==> src/rtl/countdown_timer.sv <==
// countdown_timer
//
// Game countdown timer. A prescaler divides clk into count ticks; each tick
// decrements a loadable counter. Expiry is reported as a level (done) and a
// one-cycle pulse (done_pulse). Supports start, pause, load and optional
// auto-reload on expiry.
//
// Build option:
//   COUNTDOWN_PAUSE_EN  - when defined, pause holds the count (PAUSED state).
//                         When undefined, the pause port is ignored.
//
// Parameters:
//   CNT_W       - width of the count value
//   START_VAL   - countout and reload value after reset
//   PRESCALE    - clk cycles per count tick (>= 1)
//   AUTO_RELOAD - 1: reload and keep running on expiry, 0: stop in DONE
//
// Ports:
//   clk         in   system clock, rising edge
//   reset       in   synchronous active-high reset
//   start       in   begin or resume counting
//   pause       in   hold the count while high
//   load        in   capture load_val into counter and reload register
//   load_val    in   value captured on load
//   countout    out  remaining count (registered)
//   tick        out  one-cycle pulse with each decrement
//   running     out  high in RUN
//   done        out  high in DONE
//   done_pulse  out  one-cycle pulse on every expiry

module countdown_timer #(
  parameter int unsigned CNT_W       = 32,
  parameter int unsigned START_VAL   = 5,
  parameter int unsigned PRESCALE    = 100_000_000,
  parameter int unsigned AUTO_RELOAD = 0
) (
  input  logic             clk,
  input  logic             reset,
  input  logic             start,
  input  logic             pause,
  input  logic             load,
  input  logic [CNT_W-1:0] load_val,
  output logic [CNT_W-1:0] countout,
  output logic             tick,
  output logic             running,
  output logic             done,
  output logic             done_pulse
);

  localparam int unsigned      PW        = (PRESCALE > 1) ? $clog2(PRESCALE) : 1;
  localparam logic [PW-1:0]    PS_LAST   = PW'(PRESCALE - 1);
  localparam logic [CNT_W-1:0] START     = CNT_W'(START_VAL);
  localparam bit               RELOAD_EN = (AUTO_RELOAD != 0);

  typedef enum logic [1:0] {
    StIdle   = 2'd0,
    StRun    = 2'd1,
    StPaused = 2'd2,
    StDone   = 2'd3
  } state_e;

  state_e           state_q;
  logic [CNT_W-1:0] reload_q;
  logic [PW-1:0]    presc_q;

  logic pause_act;

`ifdef COUNTDOWN_PAUSE_EN
  assign pause_act = pause;
`else
  assign pause_act = 1'b0;
  logic unused_pause;
  assign unused_pause = pause;
`endif

  // Expiry target: reload and keep running, or park at zero in DONE.
  state_e           exp_state;
  logic [CNT_W-1:0] exp_cnt;

  // Result of one counting cycle (shared by RUN and the PAUSED->RUN resume).
  logic             step_term;
  logic             step_expire;
  state_e           step_state;
  logic [CNT_W-1:0] step_cnt;
  logic [PW-1:0]    step_presc;

  always_comb begin
    exp_state   = RELOAD_EN ? StRun : StDone;
    exp_cnt     = RELOAD_EN ? reload_q : '0;

    step_term   = (presc_q == PS_LAST);
    // A count of 0 in RUN only happens with a zero reload value; treat it
    // as an immediate re-expiry instead of wrapping.
    step_expire = step_term && (countout <= CNT_W'(1));
    step_state  = step_expire ? exp_state : StRun;
    step_presc  = step_term ? '0 : presc_q + PW'(1);
    if (!step_term) begin
      step_cnt = countout;
    end else if (step_expire) begin
      step_cnt = exp_cnt;
    end else begin
      step_cnt = countout - CNT_W'(1);
    end
  end

  always_ff @(posedge clk) begin
    tick       <= 1'b0;
    done_pulse <= 1'b0;
    if (reset) begin
      state_q  <= StIdle;
      countout <= START;
      reload_q <= START;
      presc_q  <= '0;
    end else if (load) begin
      countout <= load_val;
      reload_q <= load_val;
      presc_q  <= '0;
      state_q  <= StIdle;
    end else begin
      case (state_q)
        StIdle: begin
          if (start) begin
            presc_q <= '0;
            if (countout != '0) begin
              state_q <= StRun;
            end else begin
              state_q    <= exp_state;
              countout   <= exp_cnt;
              done_pulse <= 1'b1;
            end
          end
        end
        StRun: begin
          // Pause wins over a terminal prescaler count: nothing advances.
          if (pause_act) begin
            state_q <= StPaused;
          end else begin
            state_q    <= step_state;
            countout   <= step_cnt;
            presc_q    <= step_presc;
            tick       <= step_term;
            done_pulse <= step_expire;
          end
        end
        StPaused: begin
          // Resume and count in the same cycle so only the paused cycles are lost.
          if (!pause_act) begin
            state_q    <= step_state;
            countout   <= step_cnt;
            presc_q    <= step_presc;
            tick       <= step_term;
            done_pulse <= step_expire;
          end
        end
        StDone: begin
          if (start) begin
            countout <= reload_q;
            presc_q  <= '0;
            state_q  <= StRun;
          end
        end
        default: state_q <= StIdle;
      endcase
    end
  end

  assign running = (state_q == StRun);
  assign done    = (state_q == StDone);

endmodule

==> config.mk <==
export PLATFORM = sky130hd
export DESIGN_NAME = countdown_timer
export DESIGN_NICKNAME = d
export VERILOG_FILES = /design/src/rtl/countdown_timer.sv
export SDC_FILE = /design/constraint.sdc
export NUM_CORES = 1
export LEC_CHECK = 0
export BUFFER_PORTS_ARGS = -buffer_cell sky130_fd_sc_hd__buf_2
export CAP_MARGIN = 20
export CORE_ASPECT_RATIO = 1.2
export CORE_UTILIZATION = 55
export CTS_CLUSTER_SIZE = 12
export DETAILED_ROUTE_END_ITERATION = 6
export PLACE_DENSITY_LB_ADDON = 0.15
export SKIP_CTS_REPAIR_TIMING = 1
export SLEW_MARGIN = 0
export SYNTH_ARGS = -nofsm -noshare
export SYNTH_HDL_FRONTEND = slang
export SYNTH_SLANG_ARGS = --single-unit
export TNS_END_PERCENT = 1
==> constraint.sdc <==
create_clock -name clk -period 4.3 [get_ports clk]
set_input_delay 0.43 -clock clk [delete_from_list [all_inputs] [get_ports clk]]
set_output_delay 0.43 -clock clk [all_outputs]
set_load 0.005 [all_outputs]
# Word-level counts from Yosys, hierarchy flattened

Cells that the tools add are included.

Bits in registers: 95
Input port bits: 37
Output and inout bits: 36

$add $sub $neg: 2
Order comparisons: 1
Eq/ne operators: 11
Muxes and demuxes: 18
Bitwise logic cells: 1
Reduce and logical (&&, ||, !) cells: 9

Operators with widths:

| operator              | count |
|---|---|
| $mux 32               | 6 |
| $pmux 32 s3           | 1 |
| $mux 27               | 2 |
| $pmux 27 s2           | 1 |
| $le 32x1->1 const B   | 1 |
| $reduce_bool 32->1    | 1 |
| $sub 32x1->32 const B | 1 |
| $add 27x1->27 const B | 1 |
| $eq 27x27->1 const B  | 1 |
| $ne 3x3->1 const B    | 3 |
| $mux 2                | 4 |
| $pmux 2 s3            | 1 |
| $reduce_or 2->1       | 3 |
| $eq 2x2->1 const B    | 2 |
| $ne 2x2->1 const B    | 2 |
| $reduce_and 4->1      | 1 |
| $ne 3x1->1 const B    | 1 |
| $reduce_or 3->1       | 1 |
| $eq 2x1->1 const B    | 1 |
| $logic_not 2->1       | 1 |
| $mux 1                | 2 |
| $ne 2x1->1 const B    | 1 |
| $pmux 1 s2            | 1 |
| $reduce_and 2->1      | 1 |
| 2 further kinds       | 2 |

# Logic depth before layout (Yosys ltp)

Depth after elaboration: 6
Gate-level depth with buffers: 10
Gate-level depth less buffers: 8

# Worst setup path after synthesis

Ideal clock, no wire load.

Path kind: reg2reg
Start: register presc_q[0]
End: register countout[3]
Setup time: 0.081 ns
Arrival: 2.665 ns
Required time: 4.219 ns
Setup slack: 1.554 ns
Cell stages (with the launch flop): 11
Clock period less this slack: 2.746 ns
Path through: dfxtp_1 > ha_1 > nand3_1 > or3_1 > o41a_1 > buf_6 > a211o_4 > or3_1 > buf_6 > buf_6 > o221ai_2

Longest elaborated chain between the ends: 6
Elaborated cells between the ends (all ways): 8
Those cells by class: 2 x eq/ne; 4 x mux; 2 x reduce/logical

Ends and longest elaborated chain:

| item                   | line | source |
|---|---|---|
| start, declared        | 64   | `logic [PW-1:0] presc_q;` |
| start signal, assigned | 140  | `presc_q <= step_presc;` |
| start signal, assigned | 150  | `presc_q <= step_presc;` |
| $eq 27x27->1 *         | 91   | `step_term = (presc_q == PS_LAST);` |
| $logic_and 1x1->1      | 94   | `step_expire = step_term && (countout <= CNT_W'(1));` |
| $mux 32                | 99   | `end else if (step_expire) begin` |
| $mux 32                | 97   | `if (!step_term) begin` |
| $pmux 32 s3            | 120  | `case (state_q)` |
| $mux 32                | 114  | `end else if (load) begin` |
| end signal, assigned   | 115  | `countout <= load_val;` |
| end signal, assigned   | 128  | `countout <= exp_cnt;` |
| end signal, assigned   | 139  | `countout <= step_cnt;` |
| end, declared          | 43   | `output logic [CNT_W-1:0] countout,` |

Mark *: on every way between the ends. The rest lies on a longest branch, timed or not. The select of a mux whose other input is x is not followed.
A chain may end at the register's enable or synchronous reset.

# Worst setup path in the final report

Start: register presc_q[0]
End: register countout[11]

Same word-level chain as after synthesis.

==> metrics.cfg <==
[logic_synthesis]
syn_nets = 650
ys_async_sr_fraction_pct = 0
ys_ff_latch = 95
synthCells = 605
synth_area_sq_um = 5090
synth_edf_count = 0
ys_seq_area_share_pct = 37.3
synthFlopType = dfxtp_1
yosysWarnings = 0
synth_area_per_cell_sq_um = 8.42
ys_types = 59

[worst_setup_path]
cp_cell_sequence = ha_1 -> nand3_1 -> or3_1 -> or4_1 -> o21ai_0 -> o21ai_0 -> a221o_1
crit_slowest_cell = o21ai_0
reg2reg_from = presc_q[0]
r2r_end = countout[11]
cp_top_family = simple AND/OR/NAND/NOR gates
rrSetupSlack_ns = 1.31
rr_worst_depth = 7
critPathBufInv = 0
max_stage_delay_ns = 0.60
cp_max_fo = 6
crit_type = reg2reg
arrival_ns = 3.26
end_kind = flop
crit_path_start_kind = flop
worst_ep_required_time_ns = 4.56
cpMostUsedCell = o21ai_0

[placement]
portBuffers = 71
gp_congestion = 0.812
dp_hpwl_microns = 8730

[clocking]
htree_levels = 3
cts_max_path_buffers = 2
cts.sinks = 95
clock-root-buffer = clkbuf_8
clock_latency_ns = 0.38
cts_tree = yes
tritoncts.num_buffers = 9
clk_pin_slew_ns = 0.09

[timing]
fin_crit_sh_pct = 69.6
hold_viol = 0
final-setup-viol-count = 0
drv_slew = 0
fin_worst_skew_ns = 0.0146
max-slew-margin-rel_pct = 30.6
max_freq_mhz = 334
fin_tns_setup_ns = 0
period_minus_slack_ns = 2.99
rsz0062_at_grt = no
whs_ns = 0.310
worstMarginPinSlew_ns = 1.04

[worst_hold_path]
hold_class = in2reg
min_path_cells = 3
holdCritStartpoint = load_val[21]
min_to = reload_q[21]

[drt]
antenna_left = 0
routed_wl_microns = 13100
drtIter0Drc = 266
first_pass_iters = 6
drc_errors = 0
vias = 4777
wl_per_cell_microns = 16.8
vias_per_cell = 6.12

[die]
die_w_microns = 89.9
die-area_sq_um = 9650
initial_core_util_pct = 56.4
num_rows = 38
die_h_microns = 107
io_pins = 73
core_sq_um = 9030

[global_routing]
grt_overflow = 0
grt_util_all_layers_pct = 27.5
grt_pass1_vias = 4441
antenna_found_initial = 0
grt_pass1_wl_microns = 21400
grt_max_degree = 71

[power]
power_density_nw_per_um2 = 332
combPwrFrac_pct = 14.9
p_clk_share_pct = 34.8
internal-power_uw = 1380
switchingPower_uw = 518
p_leak_uw = 0.00226
p_sw_share_pct = 27.3
p_seq_share_pct = 50.3
peakVddDrop_mv = 0.208

[cells_and_area]
diodes = 0
layout_commonest_cell = dfxtp_1
final_cell_mix = dfxtp_1, buf_2, nor2_1
utilization_pct = 63.4
syn_to_final_growth_pct = 12.5
drive_gt1_share_pct = 17.4
num-nets-final = 700
fillers = 821

[outcome]
status = finished, final reports clean

[job]
drv_cap = 0

[worst min-delay path, stage by stage]
cell and delay (ns):
buf_2 0.09, mux2i_1 0.06, nor2_1 0.08
[registers in the layout, indices dropped and copies added, names as in the netlist]
name and count:
countout 32, reload_q 32, presc_q 27, tick 1
done_pulse 1, state_q 2
[worst max path at each step]
| stage | cells past startpoint | startpoint | to | slack, ns |
|---|---|---|---|---|
| 5_1_grt | 7 | countout[23] | countout[12] | 1.01 |
| 4_1_cts | 7 | presc_q[0] | countout[11] | 1.29 |
| 3_5_place_dp | 7 | presc_q[0] | countout[11] | 1.30 |
| 6_report | 7 | presc_q[0] | countout[11] | 1.31 |
| 3_3_place_gp | 7 | presc_q[0] | countout[15] | 1.36 |
| 2_1_floorplan | 10 | presc_q[0] | countout[3] | 1.55 |
[synth_stat cells (9+ instances only)]
cell type  count  area [sq um]
nor4_1        12          75.1
xnor2_1       13           114
nand3_1       26           130
inv_1          9          33.8
o21ai_0       22           110
xor2_1        15           131
nor2_1        56           210
clkbuf_1      33           124
nor3_1        17          85.1
a21oi_1       40           200
a22oi_1       27           203
nand4_1       14          87.6
mux2i_1       30           300
o22ai_1       15          93.8
nand2_1       41           154
or3_1          9          56.3
dfxtp_1       95          1900
nand2b_1      18           113
[layer usage]
metal / global-route usage (%) / up-vias / routed length, microns
met1: 32.6 / 2256 / 5410
li1: - / 2349 / -
met4: 10.6 / 0 / 233
met5: 0 / - / 0
met3: 4.66 / 19 / 699
met2: 49.8 / 153 / 6730
[stage by stage]
step / cell area (sq um) / worst slack, ns / cells / total power (uW)
floorplan: 5090 / 1.55 / 605 / 1160
finish: 5730 / 1.31 / 780 / 1900
global placement: 5490 / 1.36 / 763 / 1250
CTS: 5720 / 1.29 / 779 / 1910
detailed placement: 5490 / 1.30 / 763 / 1260
global route: 5730 / 1.01 / 780 / 1980
[cell families after synthesis]
logic type,share of synthesized area (%)
simple gates,23.9
compound gates,21.5
flops,37.3
mux,5.90
fa+ha+maj,1.97
xor+xnor,4.81
buf+inv,4.59
[power by group through the flow]
stage	Sequential [uW]	Combinational [uW]	Clock [uW]
after floorplan	969	190	0
after global placement	974	273	0
after detailed placement	977	280	0
after CTS	957	281	670
after global routing	963	310	709
final	957	283	661
[cell type report]
type                            count  area [sq um]  area share [%]
Inverter                            9          33.8           0.590
Clock inverter                      2          35.0           0.612
Sequential cell                    95          1900            33.2
Timing Repair Buffer               83           445            7.78
Multi-Input combinational cell    457          2970            51.8
Tap cell                          120           150            2.62
Clock buffer                       14           193            3.36
No activity file was read; power rests on OpenSTA's default activity.
